File: config.mk
export PLATFORM = sky130hd
export DESIGN_NAME = multicycle_control_fsm
export DESIGN_NICKNAME = d
export VERILOG_FILES = /design/src/rtl/multicycle_control_fsm_pkg.sv /design/src/rtl/multicycle_control_fsm_alu_decoder.sv /design/src/rtl/multicycle_control_fsm.sv
export SDC_FILE = /design/constraint.sdc
export NUM_CORES = 1
export LEC_CHECK = 0
export ABC_AREA = 1
export BUFFER_PORTS_ARGS = -buffer_cell sky130_fd_sc_hd__buf_2
export CORE_MARGIN = 3
export CORE_UTILIZATION = 36
export CTS_CLUSTER_DIAMETER = 200
export DETAILED_ROUTE_END_ITERATION = 10
export PLACE_DENSITY_LB_ADDON = 0.05
export SLEW_MARGIN = 10
export SYNTH_ARGS = -nofsm -noshare
export SYNTH_HDL_FRONTEND = slang
export SYNTH_SLANG_ARGS = --single-unit
File: constraint.sdc
create_clock -name clk -period 1.6 [get_ports clk]
set_clock_uncertainty 0.05 [all_clocks]
set_input_delay 0.32 -clock clk [delete_from_list [all_inputs] [get_ports clk]]
set_output_delay 0.32 -clock clk [all_outputs]
set_load 0.1 [all_outputs]
File: src/rtl/multicycle_control_fsm_pkg.sv
// ---------------------------------------------------------------------------
// multicycle_control_fsm_pkg
//
// Purpose:
//   Shared encodings for the multicycle RISC-V controller:
//   - controller state encoding;
//   - the opcodes it understands;
//   - datapath select codes and ALU control codes.
//   The controller and its ALU decoder both import this package so that the
//   encodings live in exactly one place.
//
// Contents:
//   state_t            11-state controller encoding (4 bits)
//   OP_*               supported 7-bit opcodes
//   IMM_*              sign-extend unit type select
//   SRCA_* / SRCB_*    ALU operand selects
//   RES_*              result multiplexer select
//   ALUOP_*            ALU operation class from controller to ALU decoder
//   ALU_*              final ALU control codes
//   is_supported_op()  opcode legality helper
// ---------------------------------------------------------------------------
package multicycle_control_fsm_pkg;

   // Controller states. FETCH is encoded as zero so a cleared register
   // already points at the start of an instruction.
   typedef enum logic [3:0] {
      S_FETCH    = 4'd0,
      S_DECODE   = 4'd1,
      S_MEMADR   = 4'd2,
      S_MEMREAD  = 4'd3,
      S_MEMWB    = 4'd4,
      S_MEMWRITE = 4'd5,
      S_EXECUTER = 4'd6,
      S_EXECUTEI = 4'd7,
      S_JAL      = 4'd8,
      S_ALUWB    = 4'd9,
      S_BEQ      = 4'd10
   } state_t;

   // Supported opcodes (instr[6:0]).
   localparam logic [6:0] OP_LW    = 7'b0000011;
   localparam logic [6:0] OP_SW    = 7'b0100011;
   localparam logic [6:0] OP_RTYPE = 7'b0110011;
   localparam logic [6:0] OP_ITYPE = 7'b0010011;
   localparam logic [6:0] OP_BEQ   = 7'b1100011;
   localparam logic [6:0] OP_JAL   = 7'b1101111;

   // Sign-extend unit type select.
   localparam logic [1:0] IMM_I = 2'b00;
   localparam logic [1:0] IMM_S = 2'b01;
   localparam logic [1:0] IMM_B = 2'b10;
   localparam logic [1:0] IMM_J = 2'b11;

   // ALU operand A select.
   localparam logic [1:0] SRCA_PC    = 2'b00;
   localparam logic [1:0] SRCA_OLDPC = 2'b01;
   localparam logic [1:0] SRCA_RD1   = 2'b10;

   // ALU operand B select.
   localparam logic [1:0] SRCB_RD2  = 2'b00;
   localparam logic [1:0] SRCB_IMM  = 2'b01;
   localparam logic [1:0] SRCB_FOUR = 2'b10;

   // Result multiplexer select.
   localparam logic [1:0] RES_ALUOUT    = 2'b00;
   localparam logic [1:0] RES_DATA      = 2'b01;
   localparam logic [1:0] RES_ALURESULT = 2'b10;

   // Operation class handed from the controller to the ALU decoder.
   localparam logic [1:0] ALUOP_ADD   = 2'b00;
   localparam logic [1:0] ALUOP_SUB   = 2'b01;
   localparam logic [1:0] ALUOP_FUNCT = 2'b10;

   // Final ALU control codes.
   localparam logic [2:0] ALU_ADD = 3'b000;
   localparam logic [2:0] ALU_SUB = 3'b001;
   localparam logic [2:0] ALU_AND = 3'b010;
   localparam logic [2:0] ALU_OR  = 3'b011;
   localparam logic [2:0] ALU_SLT = 3'b101;

   // True for every opcode DECODE knows how to dispatch.
   function automatic logic is_supported_op(input logic [6:0] op);
      return (op == OP_LW)    || (op == OP_SW)    ||
             (op == OP_RTYPE) || (op == OP_ITYPE) ||
             (op == OP_BEQ)   || (op == OP_JAL);
   endfunction

endpackage

File: src/rtl/multicycle_control_fsm_alu_decoder.sv
// ---------------------------------------------------------------------------
// multicycle_control_fsm_alu_decoder
//
// Purpose:
//   Turns the controller's ALU operation class plus the instruction function
//   fields into the final ALU control code. Purely combinational.
//
// Ports:
//   alu_op       in   2  operation class: add, sub or "use funct fields"
//   funct3       in   3  instr[14:12]
//   funct7b5     in   1  instr[30]
//   op5          in   1  instr[5], separates R-type from I-type ALU ops
//   alu_control  out  3  ALU control code
// ---------------------------------------------------------------------------
module multicycle_control_fsm_alu_decoder
   import multicycle_control_fsm_pkg::*;
(
   input  logic [1:0] alu_op,
   input  logic [2:0] funct3,
   input  logic       funct7b5,
   input  logic       op5,
   output logic [2:0] alu_control
);

   // funct7b5 only selects subtract for register-register ops. An addi whose
   // immediate happens to have bit 10 set must still add, hence the op5 gate.
   always_comb begin
      alu_control = ALU_ADD;
      unique case (alu_op)
         ALUOP_ADD: alu_control = ALU_ADD;
         ALUOP_SUB: alu_control = ALU_SUB;
         ALUOP_FUNCT: begin
            unique case (funct3)
               3'b000:  alu_control = (op5 && funct7b5) ? ALU_SUB : ALU_ADD;
               3'b010:  alu_control = ALU_SLT;
               3'b110:  alu_control = ALU_OR;
               3'b111:  alu_control = ALU_AND;
               default: alu_control = ALU_ADD;
            endcase
         end
         default: alu_control = ALU_ADD;
      endcase
   end

endmodule

File: src/rtl/multicycle_control_fsm.sv
// ---------------------------------------------------------------------------
// multicycle_control_fsm
//
// Purpose:
//   Main controller of the shared multicycle RISC-V datapath. A Moore state
//   machine walks each instruction through fetch, decode, execute, memory
//   and writeback and drives every datapath select and write enable.
//   Supported instructions: lw, sw, R-type ALU, I-type ALU, beq and jal.
//
// Ports:
//   clk          in   1  clock, rising edge
//   rst          in   1  synchronous active-high reset
//   op           in   7  instr[6:0]
//   funct3       in   3  instr[14:12]
//   funct7b5     in   1  instr[30]
//   zero         in   1  ALU zero flag
//   pc_write     out  1  PC register enable
//   adr_src      out  1  memory address select (0 PC, 1 ALUOut)
//   mem_write    out  1  data memory write enable
//   ir_write     out  1  IR / OldPC enable
//   result_src   out  2  result select (ALUOut, Data, ALUResult)
//   alu_src_a    out  2  ALU A select (PC, OldPC, RD1)
//   alu_src_b    out  2  ALU B select (RD2, ImmExt, 4)
//   alu_control  out  3  ALU operation
//   imm_src      out  2  sign-extend type
//   reg_write    out  1  register file write enable
//   illegal      out  1  one-cycle pulse on an unsupported opcode in DECODE
// ---------------------------------------------------------------------------
module multicycle_control_fsm
   import multicycle_control_fsm_pkg::*;
(
   input  logic       clk,
   input  logic       rst,
   input  logic [6:0] op,
   input  logic [2:0] funct3,
   input  logic       funct7b5,
   input  logic       zero,
   output logic       pc_write,
   output logic       adr_src,
   output logic       mem_write,
   output logic       ir_write,
   output logic [1:0] result_src,
   output logic [1:0] alu_src_a,
   output logic [1:0] alu_src_b,
   output logic [2:0] alu_control,
   output logic [1:0] imm_src,
   output logic       reg_write,
   output logic       illegal
);

   state_t state;
   state_t next_state;

   // State the output decode looks at. While reset is high the outputs show
   // FETCH values regardless of what the register holds.
   state_t out_state;

   logic       pc_update;
   logic       branch;
   logic [1:0] alu_op;
   logic       raw_mem_write;
   logic       raw_ir_write;
   logic       raw_reg_write;

   // State register. Reset always returns to FETCH, which also aborts any
   // instruction that was in flight.
   always_ff @(posedge clk) begin
      if (rst) begin
         state <= S_FETCH;
      end else begin
         state <= next_state;
      end
   end

   // Next-state logic. DECODE dispatches on the opcode latched in FETCH;
   // anything unknown drops straight back to FETCH.
   always_comb begin
      next_state = S_FETCH;
      unique case (state)
         S_FETCH: next_state = S_DECODE;
         S_DECODE: begin
            unique case (op)
               OP_LW, OP_SW: next_state = S_MEMADR;
               OP_RTYPE:     next_state = S_EXECUTER;
               OP_ITYPE:     next_state = S_EXECUTEI;
               OP_BEQ:       next_state = S_BEQ;
               OP_JAL:       next_state = S_JAL;
               default:      next_state = S_FETCH;
            endcase
         end
         S_MEMADR:   next_state = (op == OP_LW) ? S_MEMREAD : S_MEMWRITE;
         S_MEMREAD:  next_state = S_MEMWB;
         S_MEMWB:    next_state = S_FETCH;
         S_MEMWRITE: next_state = S_FETCH;
         S_EXECUTER: next_state = S_ALUWB;
         S_EXECUTEI: next_state = S_ALUWB;
         S_JAL:      next_state = S_ALUWB;
         S_ALUWB:    next_state = S_FETCH;
         S_BEQ:      next_state = S_FETCH;
         default:    next_state = S_FETCH;
      endcase
   end

   // Moore output decode. Every output starts at zero / its 00 code and each
   // state raises only what it needs. Write enables are collected as raw_*
   // terms so reset can mask them in one place below.
   always_comb begin
      out_state     = rst ? S_FETCH : state;
      pc_update     = 1'b0;
      branch        = 1'b0;
      adr_src       = 1'b0;
      raw_mem_write = 1'b0;
      raw_ir_write  = 1'b0;
      raw_reg_write = 1'b0;
      result_src    = RES_ALUOUT;
      alu_src_a     = SRCA_PC;
      alu_src_b     = SRCB_RD2;
      alu_op        = ALUOP_ADD;
      unique case (out_state)
         S_FETCH: begin
            raw_ir_write = 1'b1;
            alu_src_a    = SRCA_PC;
            alu_src_b    = SRCB_FOUR;
            alu_op       = ALUOP_ADD;
            result_src   = RES_ALURESULT;
            pc_update    = 1'b1;
         end
         // Target = OldPC + imm is computed here so BEQ and JAL can use it.
         S_DECODE: begin
            alu_src_a = SRCA_OLDPC;
            alu_src_b = SRCB_IMM;
            alu_op    = ALUOP_ADD;
         end
         S_MEMADR: begin
            alu_src_a = SRCA_RD1;
            alu_src_b = SRCB_IMM;
            alu_op    = ALUOP_ADD;
         end
         S_MEMREAD: begin
            result_src = RES_ALUOUT;
            adr_src    = 1'b1;
         end
         S_MEMWB: begin
            result_src    = RES_DATA;
            raw_reg_write = 1'b1;
         end
         S_MEMWRITE: begin
            result_src    = RES_ALUOUT;
            adr_src       = 1'b1;
            raw_mem_write = 1'b1;
         end
         S_EXECUTER: begin
            alu_src_a = SRCA_RD1;
            alu_src_b = SRCB_RD2;
            alu_op    = ALUOP_FUNCT;
         end
         S_EXECUTEI: begin
            alu_src_a = SRCA_RD1;
            alu_src_b = SRCB_IMM;
            alu_op    = ALUOP_FUNCT;
         end
         // PC takes the target held in ALUOut while the ALU forms OldPC + 4
         // as the link value written back in ALUWB.
         S_JAL: begin
            alu_src_a  = SRCA_OLDPC;
            alu_src_b  = SRCB_FOUR;
            alu_op     = ALUOP_ADD;
            result_src = RES_ALUOUT;
            pc_update  = 1'b1;
         end
         S_ALUWB: begin
            result_src    = RES_ALUOUT;
            raw_reg_write = 1'b1;
         end
         S_BEQ: begin
            alu_src_a  = SRCA_RD1;
            alu_src_b  = SRCB_RD2;
            alu_op     = ALUOP_SUB;
            result_src = RES_ALUOUT;
            branch     = 1'b1;
         end
         default: begin
            alu_src_a = SRCA_PC;
         end
      endcase
   end

   // Write enables and the illegal pulse are suppressed while reset is high,
   // so an aborted instruction can never commit anything.
   assign pc_write  = !rst && (pc_update || (branch && zero));
   assign mem_write = !rst && raw_mem_write;
   assign ir_write  = !rst && raw_ir_write;
   assign reg_write = !rst && raw_reg_write;
   assign illegal   = !rst && (state == S_DECODE) && !is_supported_op(op);

   // Immediate type follows the opcode alone, independent of state.
   always_comb begin
      imm_src = IMM_I;
      unique case (op)
         OP_SW:   imm_src = IMM_S;
         OP_BEQ:  imm_src = IMM_B;
         OP_JAL:  imm_src = IMM_J;
         default: imm_src = IMM_I;
      endcase
   end

   multicycle_control_fsm_alu_decoder u_alu_decoder (
      .alu_op      (alu_op),
      .funct3      (funct3),
      .funct7b5    (funct7b5),
      .op5         (op[5]),
      .alu_control (alu_control)
   );

endmodule

==> results of run 1 <==
## per-stage QoR
step                    instance area [um^2]  setup TNS, ps  hold slack (ps)  setup WS [ps]  std cells
after global placement                  1310          -1210              531           -448        164
after floorplan                          657          -5810              423           -773         89
## logic make-up after synthesis
group	Yosys count	share of synthesized area, %
AOI/OAI and AO/OA	13	15.4
adders and majority gates	2	5.06
buffers and inverters	17	12.9
DFF	4	16.2
and+or+nand+nor	53	50.4
## Yosys cell counts (2+ instances only)
cell / count / area share [%]
a21oi_1: 5 / 5.1
dfxtp_1: 4 / 16
ha_1: 2 / 5.1
inv_1: 12 / 9.1
inv_2: 5 / 3.8
nand2_1: 22 / 17
nand3_1: 6 / 6.1
nand4_1: 3 / 3.8
nor2_1: 13 / 9.9
nor2_4: 2 / 4.6
nor3_1: 3 / 3.0
o21ai_0: 3 / 3.0
o22ai_1: 2 / 2.5
==> flow_metrics.env, run 1 <==
export IMPL_place_gp_congestion=0.899
export IMPL_io_pins=31
export IMPL_synthArstFlopShare_pct=0
export IMPL_ys_seq_elements=4
export IMPL_initial_core_util_pct=41.1
export IMPL_yosysWarnings=0
export IMPL_portBuffers=30
export IMPL_synthesis_nets=105
export IMPL_die_w_um=43.1
export IMPL_synthDistinctLibCells=20
export IMPL_fp_dieH_um=43.1
export IMPL_syn_area_um2=494
export IMPL_stop_stage="detailed placement (3_5_place_dp)"
export IMPL_synth_edf_count=0
export IMPL_synth_seq_area_share_pct=16.2
export IMPL_netlist_instances=89
export IMPL_synth_main_ff_cell="dfxtp_1"
export IMPL_outcome="aborted with a tool error"
export IMPL_synth_area_per_cell_um2=5.55
export IMPL_rows=12
export IMPL_firstError="[ERROR DPL-0038] Utilization greater than 100%, impossible to legalize"
==> run 2, diff against run 1 <==
--- a/config.mk
+++ b/config.mk
@@ -7,11 +7,10 @@
 export LEC_CHECK = 0
 export ABC_AREA = 1
 export BUFFER_PORTS_ARGS = -buffer_cell sky130_fd_sc_hd__buf_2
-export CORE_MARGIN = 3
-export CORE_UTILIZATION = 36
-export CTS_CLUSTER_DIAMETER = 200
+export CORE_AREA = 3 3 64 66
 export DETAILED_ROUTE_END_ITERATION = 10
-export PLACE_DENSITY_LB_ADDON = 0.05
+export DIE_AREA = 0 0 67 69
+export PLACE_DENSITY_LB_ADDON = 0.15
 export SLEW_MARGIN = 10
 export SYNTH_ARGS = -nofsm -noshare
 export SYNTH_HDL_FRONTEND = slang
==> constraint.sdc (replaced) <==
create_clock -name clk -period 2.08 [get_ports clk]
set_clock_uncertainty 0.05 [all_clocks]
set_input_delay 0.416 -clock clk [delete_from_list [all_inputs] [get_ports clk]]
set_output_delay 0.416 -clock clk [all_outputs]
set_load 0.1 [all_outputs]
==> flow_metrics.env, run 2 <==
export IMPL_outcome="completed"
export IMPL_synth_edf_count=0
export IMPL_irDropWorstVdd_mv=0.271
export IMPL_power_switching_w=0.000176
export IMPL_dieArea_um2=4620
export IMPL_dr_wl_met3_um=78
export IMPL_mostFrequentLayoutCells="buf_12 (17), buf_4 (15), nand2_1 (13), buf_2 (12), inv_2 (8)"
export IMPL_die_w_um=67
export IMPL_largest_register="state"
export IMPL_drt_iter0_drc=3
export IMPL_critPathLaunchType="register"
export IMPL_yosys_top_cells_count="nand2_1 (22), nor2_1 (13), inv_1 (12), nand3_1 (6)"
export IMPL_cts_tree="yes"
export IMPL_rows=22
export IMPL_grtUsageTotal_pct=9.35
export IMPL_ctsHoldBuffers=0
export IMPL_n_antenna_cell=0
export IMPL_hold_viol_final=0
export IMPL_clkPwrFrac_pct=35.9
export IMPL_synth_area_per_cell_um2=5.55
export IMPL_antenna_left=0
export IMPL_initial_core_util_pct=13.6
export IMPL_clock_sinks=4
export IMPL_grt_pass1_vias=812
export IMPL_fmax_mhz=481
export IMPL_wl_met1_um=805
export IMPL_leakagePower_nw=0.590
export IMPL_yosysWarnings=0
export IMPL_syn_area_um2=494
export IMPL_coreArea_um2=3630
export IMPL_numCtsBuffers=3
export IMPL_synthArstFlopShare_pct=0
export IMPL_clockRootBuffer="clkbuf_8"
export IMPL_insertion_delay_ps=220
export IMPL_final_common_cell="buf_12"
export IMPL_synth_seq_area_share_pct=16.2
export IMPL_synth_main_ff_cell="dfxtp_1"
export IMPL_powerDensity_nw_per_um2=323
export IMPL_synth_top_area_share_pct=16.7
export IMPL_setup_viol=0
export IMPL_drtPass1Iterations=2
export IMPL_portBuffers=30
export IMPL_hp_class="in2reg"
export IMPL_fin_crit_ps=2080
export IMPL_crit_path_end_kind="primary output"
export IMPL_largest_register_ffs=4
export IMPL_crit_type="reg2out"
export IMPL_wl_met2_um=1090
export IMPL_synth_area_leaders="nand2_1 (17%), dfxtp_1 (16%), nor2_1 (9.9%)"
export IMPL_place_gp_congestion=0.783
export IMPL_clk_path_buf_depth=2
export IMPL_fin_nets=155
export IMPL_yosysMostFrequentCell="nand2_1"
export IMPL_avgViaCountPerCell=4.04
export IMPL_arrival_ps=1610
export IMPL_timing_slew_headroom_pct=79.8
export IMPL_drc=0
export IMPL_cp_max_fo=4
export IMPL_wirelength_um=1990
export IMPL_drv_cap=0
export IMPL_final_cell_count_no_fill=185
export IMPL_dp_cells=175
export IMPL_whs_ps=511
export IMPL_grt_max_degree=6
export IMPL_slew_violations=0
export IMPL_antenna_found_initial=0
export IMPL_power_frac_comb_pct=46.1
export IMPL_fp_dieH_um=69
export IMPL_wl_per_cell_um=10.8
export IMPL_reg_largest_list="state x4"
export IMPL_synthesis_nets=105
export IMPL_finalPower_w=0.000451
export IMPL_p_seq_share_pct=18.0
export IMPL_ys_seq_elements=4
export IMPL_globalRouteOverflowTotal=0
export IMPL_post_dp_hpwl_um=1690
export IMPL_synth_top_area_cell="nand2_1"
export IMPL_postLayoutCoreUtil_pct=38.5
export IMPL_worstMarginPinSlew_ps=303
export IMPL_post_route_period_util_pct=99.9
export IMPL_grt_pass1_wl_um=3460
export IMPL_clk_pin_slew_ps=30
export IMPL_drive_gt1_share_pct=71.5
export IMPL_io_pins=31
export IMPL_synthDistinctLibCells=20
export IMPL_sw_frac_of_total_pct=39.1
export IMPL_syn2layout_area_growth_pct=183
export IMPL_rsz0062_at_grt="true"
export IMPL_highest_layer="met4"
export IMPL_netlist_instances=89
export IMPL_required_ps=1610
export IMPL_h_tree_depth=1
export IMPL_p_int_w=0.000275
export IMPL_vias=748
-- run 2: metrics by stage --
stage | cell area [um^2] | worst slack (ps) | setup TNS [ps]
2_1_floorplan | 717 | -431 | -2050
3_3_place_gp | 1240 | -73.8 | -137
3_5_place_dp | 1240 | -131 | -235
4_1_cts | 1350 | -11.0 | -11.0
5_1_grt | 1400 | -78.1 | -139
6_report | 1400 | 2.72 | 0
-- run 2: repair_timing --
action / CTS / global route
hold endpoints to repair: 0 / 0
pin swaps: 6 / 8
resized for setup: 15 / 7
setup buffers: 3 / 4
endpoints found under the setup margin: 2 / 7
gates cloned: 0 / 0
-- run 2: layer usage --
layer | vias up | GRT usage [%]
li1 | 390 | -
met1 | 343 | 10.3
met2 | 13 | 17.1
met3 | 2 | 2.12
met4 | 0 | 2.70
met5 | - | 0
-- run 2: power groups by stage --
stage                     Sequential (W)  Combinational (W)  Clock, W
after CTS                      0.0000802           0.000205  0.000169
after detailed placement       0.0000836           0.000203         0
after global placement         0.0000837           0.000202         0
final                          0.0000810           0.000208  0.000162
after floorplan                0.0000830           0.000121         0
after global routing           0.0000811           0.000218  0.000175
-- run 2: logic make-up after synthesis --
logic type,after synthesis,synth area share [%]
flops,4,16.2
buf+inv,17,12.9
compound gates,13,15.4
fa+ha+maj,2,5.06
simple gates,53,50.4
-- run 2: critical path: stages (launching register included) --
cell and delay (ps):
dfxtp_4 370, inv_6 80, nand3_4 70, nor2_4 140, ha_4 150, nand2_4 70, nor2_4 130, nor2_4 40
a21oi_4 130, buf_12 190
-- run 2: final cells by class --
type | instances | area, um^2
well taps | 48 | 60.1
repair buffers | 45 | 524
multi-input cells | 68 | 581
flip-flops and latches | 4 | 88.8
fillers | 379 | 2240
inverters | 17 | 103
clock buffers | 3 | 41.3
-- run 2: worst paths after layout --
check / startpoint / to / slack (ps) / cells after the start
min reg2reg: state[2]$_SDFF_PP0_ / state[3]$_SDFF_PP0_ / 550 / 2
max: state[3]$_SDFF_PP0_ / alu_control[0] / 3 / 9
min: op[4] / state[0]$_SDFF_PP0_ / 510 / 3
max reg2reg: state[3]$_SDFF_PP0_ / state[2]$_SDFF_PP0_ / 870 / 9
No activity file was read; power rests on OpenSTA's default activity.
